==> src/rtl/apb_addr_decoder_if.sv <==
// APB decoder bus bundle: master request signals, fanned-out slave
// responses and the decoded selects/muxed response back to the master.
interface apb_addr_decoder_if #(
   parameter int DATA_WIDTH = 32,
   parameter int ADDR_WIDTH = 32,
   parameter int SLAVE_NUM  = 4
);
   logic [ADDR_WIDTH-1:0]           PADDR;
   logic                            PSEL;
   logic                            PENABLE;
   logic [SLAVE_NUM-1:0]            PSELX;
   logic [SLAVE_NUM*DATA_WIDTH-1:0] PRDATA_S;
   logic [SLAVE_NUM-1:0]            PREADY_S;
   logic [SLAVE_NUM-1:0]            PSLVERR_S;
   logic [DATA_WIDTH-1:0]           PRDATA;
   logic                            PREADY;
   logic                            PSLVERR;

   modport master (
      output PADDR, PSEL, PENABLE,
      output PRDATA_S, PREADY_S, PSLVERR_S,
      input  PSELX, PRDATA, PREADY, PSLVERR
   );

   modport slave (
      input  PADDR, PSEL, PENABLE,
      input  PRDATA_S, PREADY_S, PSLVERR_S,
      output PSELX, PRDATA, PREADY, PSLVERR
   );
endinterface

==> src/rtl/apb_addr_decoder.sv <==
// APB 1:N slot decoder with latched select and response mux.
// Optional watchdog on stalled slaves: define APB_DEC_TIMEOUT_EN.
module apb_addr_decoder #(
   parameter int DATA_WIDTH = 32,
   parameter int ADDR_WIDTH = 32,
   parameter int SLAVE_NUM  = 4,
   parameter int SLOT_BITS  = 12,
   parameter int TIMEOUT    = 16
) (
   input  logic             PCLK,
   input  logic             PRESET,
   apb_addr_decoder_if.slave bus
);
   localparam int IDX_W  = (SLAVE_NUM > 2) ? $clog2(SLAVE_NUM) : 1;
   localparam int HI_LSB = SLOT_BITS + IDX_W;

   localparam logic [0:0] S_IDLE   = 1'b0;
   localparam logic [0:0] S_ACCESS = 1'b1;

   if (SLAVE_NUM < 2 || TIMEOUT < 1) begin : g_param_err
      $error("apb_addr_decoder: SLAVE_NUM must be >= 2, TIMEOUT >= 1");
   end

   logic [0:0]            state_q, state_d;
   logic [IDX_W-1:0]      idx_q, idx_d;
   logic                  hit_q, hit_d;
   logic                  setup;
   logic                  sel_rdy, sel_err;
   logic [DATA_WIDTH-1:0] sel_data;
   logic                  tmo;
   logic [SLAVE_NUM-1:0]  pselx;
   logic [DATA_WIDTH-1:0] prdata;
   logic                  pready, pslverr;

   assign idx_d = bus.PADDR[SLOT_BITS +: IDX_W];
   assign hit_d = ({1'b0, idx_d} < (IDX_W+1)'(SLAVE_NUM))
               && ((bus.PADDR >> HI_LSB) == '0);
   assign setup = (state_q == S_IDLE) && bus.PSEL && !bus.PENABLE;

   // Response mux keyed only by the latched index, never by PADDR.
   always_comb begin
      sel_rdy  = 1'b0;
      sel_err  = 1'b0;
      sel_data = '0;
      for (int i = 0; i < SLAVE_NUM; i++) begin
         if (idx_q == IDX_W'(i)) begin
            sel_rdy  = bus.PREADY_S[i];
            sel_err  = bus.PSLVERR_S[i];
            sel_data = bus.PRDATA_S[i*DATA_WIDTH +: DATA_WIDTH];
         end
      end
   end

`ifdef APB_DEC_TIMEOUT_EN
   localparam int WC_W = $clog2(TIMEOUT + 1);

   logic [WC_W-1:0] wcnt_q, wcnt_d;

   assign tmo = (wcnt_q == WC_W'(TIMEOUT));

   always_comb begin
      wcnt_d = wcnt_q;
      if (setup) begin
         wcnt_d = '0;
      end else if (state_q == S_ACCESS && !sel_rdy && !tmo) begin
         wcnt_d = wcnt_q + 1'b1;
      end
   end

   always_ff @(posedge PCLK) begin
      if (PRESET) begin
         wcnt_q <= '0;
      end else begin
         wcnt_q <= wcnt_d;
      end
   end
`else
   assign tmo = 1'b0;
`endif

   always_comb begin
      state_d = state_q;
      pselx   = '0;
      prdata  = '0;
      pready  = 1'b0;
      pslverr = 1'b0;
      unique case (state_q)
         S_IDLE: begin
            if (setup) begin
               state_d = S_ACCESS;
               if (hit_d) pselx = SLAVE_NUM'(1) << idx_d;
            end
         end
         S_ACCESS: begin
            if (!bus.PSEL) begin
               state_d = S_IDLE;
            end else begin
               if (hit_q) begin
                  pselx = SLAVE_NUM'(1) << idx_q;
                  if (sel_rdy) begin
                     pready  = 1'b1;
                     pslverr = sel_err;
                     prdata  = sel_data;
                  end else if (tmo) begin
                     pready  = 1'b1;
                     pslverr = 1'b1;
                  end
               end else begin
                  pready  = 1'b1;
                  pslverr = 1'b1;
               end
               if (pready) state_d = S_IDLE;
            end
         end
      endcase
   end

   assign bus.PSELX   = PRESET ? '0   : pselx;
   assign bus.PRDATA  = PRESET ? '0   : prdata;
   assign bus.PREADY  = PRESET ? 1'b0 : pready;
   assign bus.PSLVERR = PRESET ? 1'b0 : pslverr;

   always_ff @(posedge PCLK) begin
      if (PRESET) begin
         state_q <= S_IDLE;
         idx_q   <= '0;
         hit_q   <= 1'b0;
      end else begin
         state_q <= state_d;
         if (setup) begin
            idx_q <= idx_d;
            hit_q <= hit_d;
         end
      end
   end
endmodule

==> src/flat_wrapper.sv <==
// flat-port wrapper written by rule: the top's interface ports become plain ports
module apb_addr_decoder_flat 
#(
   parameter int DATA_WIDTH = 32,
   parameter int ADDR_WIDTH = 32,
   parameter int SLAVE_NUM  = 4,
   parameter int SLOT_BITS  = 12,
   parameter int TIMEOUT    = 16
)
  (PCLK, PRESET, bus_PADDR, bus_PSEL, bus_PENABLE, bus_PRDATA_S, bus_PREADY_S, bus_PSLVERR_S, bus_PSELX, bus_PRDATA, bus_PREADY, bus_PSLVERR);
  apb_addr_decoder_if #(.DATA_WIDTH(DATA_WIDTH), .ADDR_WIDTH(ADDR_WIDTH), .SLAVE_NUM(SLAVE_NUM)) bus_i ();
  input  logic PCLK;
  input  logic PRESET;
  input wire logic [$bits(bus_i.PADDR)-1:0] bus_PADDR;
  input wire logic [$bits(bus_i.PSEL)-1:0] bus_PSEL;
  input wire logic [$bits(bus_i.PENABLE)-1:0] bus_PENABLE;
  input wire logic [$bits(bus_i.PRDATA_S)-1:0] bus_PRDATA_S;
  input wire logic [$bits(bus_i.PREADY_S)-1:0] bus_PREADY_S;
  input wire logic [$bits(bus_i.PSLVERR_S)-1:0] bus_PSLVERR_S;
  output wire logic [$bits(bus_i.PSELX)-1:0] bus_PSELX;
  output wire logic [$bits(bus_i.PRDATA)-1:0] bus_PRDATA;
  output wire logic [$bits(bus_i.PREADY)-1:0] bus_PREADY;
  output wire logic [$bits(bus_i.PSLVERR)-1:0] bus_PSLVERR;
  assign bus_i.PADDR = bus_PADDR;
  assign bus_i.PSEL = bus_PSEL;
  assign bus_i.PENABLE = bus_PENABLE;
  assign bus_i.PRDATA_S = bus_PRDATA_S;
  assign bus_i.PREADY_S = bus_PREADY_S;
  assign bus_i.PSLVERR_S = bus_PSLVERR_S;
  assign bus_PSELX = bus_i.PSELX;
  assign bus_PRDATA = bus_i.PRDATA;
  assign bus_PREADY = bus_i.PREADY;
  assign bus_PSLVERR = bus_i.PSLVERR;
  apb_addr_decoder #(.DATA_WIDTH(DATA_WIDTH), .ADDR_WIDTH(ADDR_WIDTH), .SLAVE_NUM(SLAVE_NUM), .SLOT_BITS(SLOT_BITS), .TIMEOUT(TIMEOUT)) u_core (.PCLK(PCLK), .PRESET(PRESET), .bus(bus_i));
endmodule
==> config.mk <==
export PLATFORM = sky130hd
export DESIGN_NAME = apb_addr_decoder_flat
export DESIGN_NICKNAME = d
export VERILOG_FILES = /design/src/rtl/apb_addr_decoder_if.sv /design/src/rtl/apb_addr_decoder.sv /design/src/flat_wrapper.sv
export SDC_FILE = /design/constraint.sdc
export NUM_CORES = 1
export LEC_CHECK = 0
export BUFFER_PORTS_ARGS = -buffer_cell sky130_fd_sc_hd__buf_2
export CORE_AREA = 5 5 78 80
export CTS_BUF_LIST = sky130_fd_sc_hd__clkbuf_4
export DETAILED_ROUTE_END_ITERATION = 8
export DIE_AREA = 0 0 83 85
export GPL_ROUTABILITY_DRIVEN = 0
export PLACE_DENSITY = 0.84
export SETUP_SLACK_MARGIN = 0.2
export SLEW_MARGIN = 10
export SYNTH_ARGS = -nofsm -noshare
export SYNTH_HDL_FRONTEND = slang
export SYNTH_SLANG_ARGS = --single-unit
==> constraint.sdc <==
create_clock -name PCLK -period 2.1 [get_ports PCLK]
set_clock_uncertainty 0.05 [all_clocks]
set_input_delay 0 -clock PCLK [delete_from_list [all_inputs] [get_ports PCLK]]
set_output_delay 0 -clock PCLK [all_outputs]
set_load 0.05 [all_outputs]
After elaboration in Yosys (flattened, before gate mapping)
Index checks and enable logic that the tools add are counted.
Storage, ports and cells
  output and inout bits: 38
  bits in registers: 4
  word-level logic and storage cells: 53
  input port bits: 172
Cells by class
  shift operators: 2
  bitwise operators: 1
  reduce and logical (&&, ||, !) cells: 5
  eq/ne operators: 3
  multiplexer cells: 39
Operators with widths (number)
  $mux 32: 9
  $logic_not 32->1: 1
  $mux 1: 23
  $mux 4: 5
  $pmux 4 s2: 1
  $shl 1x2->4 const A: 2
  $eq 2x2->1 const B: 2
  $eq 2x1->1 const B: 1
  $logic_and 1x1->1: 2
  $logic_not 2->1: 1
  $pmux 1 s2: 1
  $logic_not 1->1: 1
  $not 1->1: 1

Depth between registers and ports, before layout
  depth in word-level cells: 12
  mapped depth: 5
  mapped depth without buffers: 3

Worst setup path before layout
No wires, ideal clock.
  kind: register -> output
  start: reg u_core.idx_q[0]
  end: out bus_PSLVERR
  required time: 2050 ps
  arrival: 2224 ps
  buffers on the path: 2
  path slack: -174 ps
  stages on the path, launching flop included: 5
  cell sequence: dfxtp_1 > buf_6 > buf_6 > and3_1 > nor4_1
On the way
  word-level cells in the longest chain between the ends: 10
  elaborated cells on any way between the ends: 17
Ends and longest elaborated chain
  from (decl): RTL line apb_addr_decoder.sv:25  | logic [IDX_W-1:0] idx_q, idx_d;
  from (signal assigned): RTL line apb_addr_decoder.sv:131  | idx_q <= idx_d;
  $logic_not 2->1: RTL line apb_addr_decoder.sv:46  | if (idx_q == IDX_W'(i)) begin
  $mux 1 (4 in series): RTL line apb_addr_decoder.sv:46
  $mux 1 *: RTL line apb_addr_decoder.sv:100  | if (sel_rdy) begin
  $mux 1 *: RTL line apb_addr_decoder.sv:98  | if (hit_q) begin
  $mux 1 *: RTL line apb_addr_decoder.sv:95  | if (!bus.PSEL) begin
  $mux 1 *: RTL line apb_addr_decoder.sv:87  | unique case (state_q)
  $mux 1 *: RTL line apb_addr_decoder.sv:121  | assign bus.PSLVERR = PRESET ? 1'b0 : pslverr;
  to (decl): RTL line flat_wrapper.sv:23  | output wire logic [$bits(bus_i.PSLVERR)-1:0] bus_PSLVERR;
Mark *: on every way between the ends. The rest lies on a longest branch, timed or not.

Worst setup path in the final report
  start: reg u_core.idx_q[0]
  end: out bus_PRDATA[30]
On the way
  word-level cells in the longest chain between the ends: 10
  elaborated cells on any way between the ends: 17
Ends and longest elaborated chain
  $logic_not 2->1: RTL line apb_addr_decoder.sv:46
  $mux 32 / $mux 1 (equally long branches) (4 in series): RTL line apb_addr_decoder.sv:46
  $mux 32 *: RTL line apb_addr_decoder.sv:100
  $mux 32 *: RTL line apb_addr_decoder.sv:98
  $mux 32 *: RTL line apb_addr_decoder.sv:95
  $mux 32 *: RTL line apb_addr_decoder.sv:87
  $mux 32 *: RTL line apb_addr_decoder.sv:119  | assign bus.PRDATA = PRESET ? '0 : prdata;
  to (decl): RTL line flat_wrapper.sv:21  | output wire logic [$bits(bus_i.PRDATA)-1:0] bus_PRDATA;
Marked as above.

==> metrics.md <==
| Metric | Value |
|---|---|
| Post-route clock period utilization | 0.863 |
| Int Pwr | 0.360 mW |
| Synth Area in XOR/XNOR | 0 |
| DRT Wirelength | 6.61 mm |
| Vias per cell | 5.15 |
| Syn_area_per_cell | 11.3 µm² |
| Worst vdd ir | 0.206 mV |
| Final setup fails | 0 |
| Max-Cap Viols | 0 |
| WL/cell | 16.9 µm |
| TNS Setup | 0 ns |
| Core ar. | 5340 µm² |
| Layout cells sized above 1 | 0.769 |
| Worst-Margin Slew | 0.724 ns |
| Adder-cell share of the synthesized area | 0 |
| Final hold violations | 0 |
| Worst setup SP type | flip-flop |
| Most used DFF post-synth | dfxtp_1 |
| Flop pwr share | 0.159 |
| Min Tclk post-route | 1.81 ns |
| Synth area leader | mux4_2 |
| Status | completed |
| WP data required | 2.05 ns |
| Full die area | 7060 µm² |
| Clock sinks | 4 |
| Clock-pin transition on the worst setup and hold timing paths | 0.04 ns |
| DRC viols | 0 |
| Post-Syn Instances | 129 |
| Slew headroom | 0.513 |
| EDFF count, synth | 0 |
| Mapped Nets | 301 |
| CTS tree | yes |
| Top cells by area, synth | mux4_2 (51%), and3_1 (14%), dfxtp_1 (5.5%) |
| Largest net degree at the start of global routing | 28 |
| Fraction of registers with async set or reset after synthesis | 0 |
| Fin nets | 494 |
| HP Class | in2reg |
| Seq cells post-synth | 4 |
| Post-Layout Cell Count | 392 |
| H-tree levels | 1 |
| First-pass GRT wire length | 10.6 mm |
| Simple-gate share of the synthesized area | 0.272 |
| Congestion Overflow GR | 0 |
| Final Power | 0.520 mW |
| TritonCTS buffer count | 3 |
| Netlist cell types | 26 |
| DP HPWL | 5.83 mm |
| Clock Tree Buf Depth | 2 |
| Synth warn | 0 |
| Die width | 83 µm |
| IO buf count | 197 |
| Num rows | 27 |
| Mux contribution to synthesized area | 0.546 |
| Antenna violations before repair | 0 |
| Vias in the first global route | 2230 |
| Worst-Skew Late Latency | 0.24 ns |
| Initial Util | 0.274 |
| Setup CP Type | reg2out |
| CP endpoint kind | primary output |
| Dpl cells | 389 |
| Fmax | 552 MHz |
| Compound-Gate Fraction of Synth Area | 0.0240 |
| Via count | 2019 |
| Synth top cells by count | and3_1 (33), mux4_2 (33), buf_2 (6) |
| Diode count | 0 |
| Worst-path maximum fanout | 14 |
| Sequential area share after synthesis | 0.0548 |
| Share of the synthesized area in the top cell type | 0.509 |
| Drt pass-1 iters | 4 |
| Initial DRC Count | 39 |
| Pwr dens | 206 nW/µm² |
| Cell Area, Synth | 1460 µm² |
| DIE HEIGHT | 85 µm |
| Final ANT Viol Nets | 0 |
| All-Layer GR Usage | 0.180 |
| Final Max Tran Viols | 0 |
| Switch Pwr | 0.160 mW |
| Data arrival, critical path | 1.76 ns |
| CTS Root Cell | clkbuf_4 |
| Largest family of logic cells by synthesized area | multiplexers |
| RSZ-0062 raised after global routing | true |
| Switch share | 0.308 |
| Clock power frac | 0.191 |
| Leakage power | 1.36 nW |
| Final Util | 0.473 |
| Combinational power share | 0.650 |
| Number of top-level pins | 210 |
| Layout area overhead | 72.9% |
==> per-stage QoR <==
stage	area (µm²)	setup WS, ns	hold slack [ns]
5_1_grt	2520	0.199	0.0254
4_1_cts	2500	0.265	0.00370
3_5_place_dp	2470	0.519	0.257
2_1_floorplan	1470	0.266	0.0972
6_report	2520	0.288	0.00663
3_3_place_gp	2470	0.529	0.243
==> repair_timing <==
item	CTS	global route
setup buffers	0	0
hold buffers	0	0
setup endpoints to repair	0	12
gates resized for setup	0	11
==> cells in the final DEF, fill, tap and decap left out <==
cell type / n
o32ai_1: 1
and3b_1: 1
o22ai_1: 1
mux2i_1: 4
and4b_1: 1
dfxtp_1: 2
nor4_1: 4
mux4_2: 33
buf_12: 1
clkbuf_4: 14
nor3_1: 2
or3_1: 1
inv_1: 2
nor2_1: 4
dfxtp_2: 2
mux2i_2: 1
nor3b_1: 3
buf_2: 186
and3_1: 33
nand4b_1: 2
buf_4: 7
nand3_1: 2
nand3b_1: 3
o21ai_1: 4
nand4_1: 4
nor3b_2: 1
nor4_2: 1
==> cell type report <==
type / count / area [µm²]
repair buffers: 205 / 1090
flip-flops and latches: 4 / 82.6
multi-input cells: 106 / 1240
clock buffers: 3 / 22.5
fillers: 526 / 2810
well taps: 72 / 90.1
inverters: 2 / 7.51
==> sequential cells by signal, indices dropped and copies added (netlist names) <==
name and cells:
u_core.idx_q 2, u_core.hit_q 1, u_core.state_q 1
==> cell families (layout without fill, tap and decap cells) <==
logic type | after synthesis | after routing
AND/OR/NAND/NOR | 62 | 62
flip-flops | 4 | 4
buffers and inverters | 19 | 210
AO/OA/AOI/OAI | 6 | 6
multiplexers | 38 | 38
==> power groups by stage <==
stage	clock, mW	combinational [mW]	sequential (mW)
2_1_floorplan	0	0.178	0.0823
3_3_place_gp	0	0.325	0.0837
3_5_place_dp	0	0.340	0.0839
4_1_cts	0.101	0.340	0.0827
5_1_grt	0.102	0.368	0.0832
6_report	0.0993	0.338	0.0827
==> metal layers <==
metal  GRT usage  wire length, µm  up-vias  share of wire
met2       0.350             3600      143           0.54
met5           0                0        -              0
met4      0.0565              115        0          0.017
met1       0.190             2300      925           0.35
met3      0.0437              597       15          0.090
li1            -                -      936              -
==> worst max-delay path, cell delays in order, from the launching register on <==
cell,delay (ns)
dfxtp_2,0.34
buf_4,0.24
mux4_2,0.53
and3_1,0.19
buf_2,0.20
==> path summary, 6_finish.rpt <==
kind	startpoint	end	slack, ns	cells past startpoint
max	u_core.idx_q[0]$_SDFFE_PP0P_	bus_PRDATA[30]	0.29	4
min	PRESET	u_core.idx_q[0]$_SDFFE_PP0P_	0.007	2
max reg2reg	u_core.state_q$_SDFF_PP0_	u_core.idx_q[1]$_SDFFE_PP0P_	0.76	3
min reg2reg	u_core.hit_q$_SDFFE_PP0P_	u_core.state_q$_SDFF_PP0_	0.51	2
(Power assumes the default switching activity.)
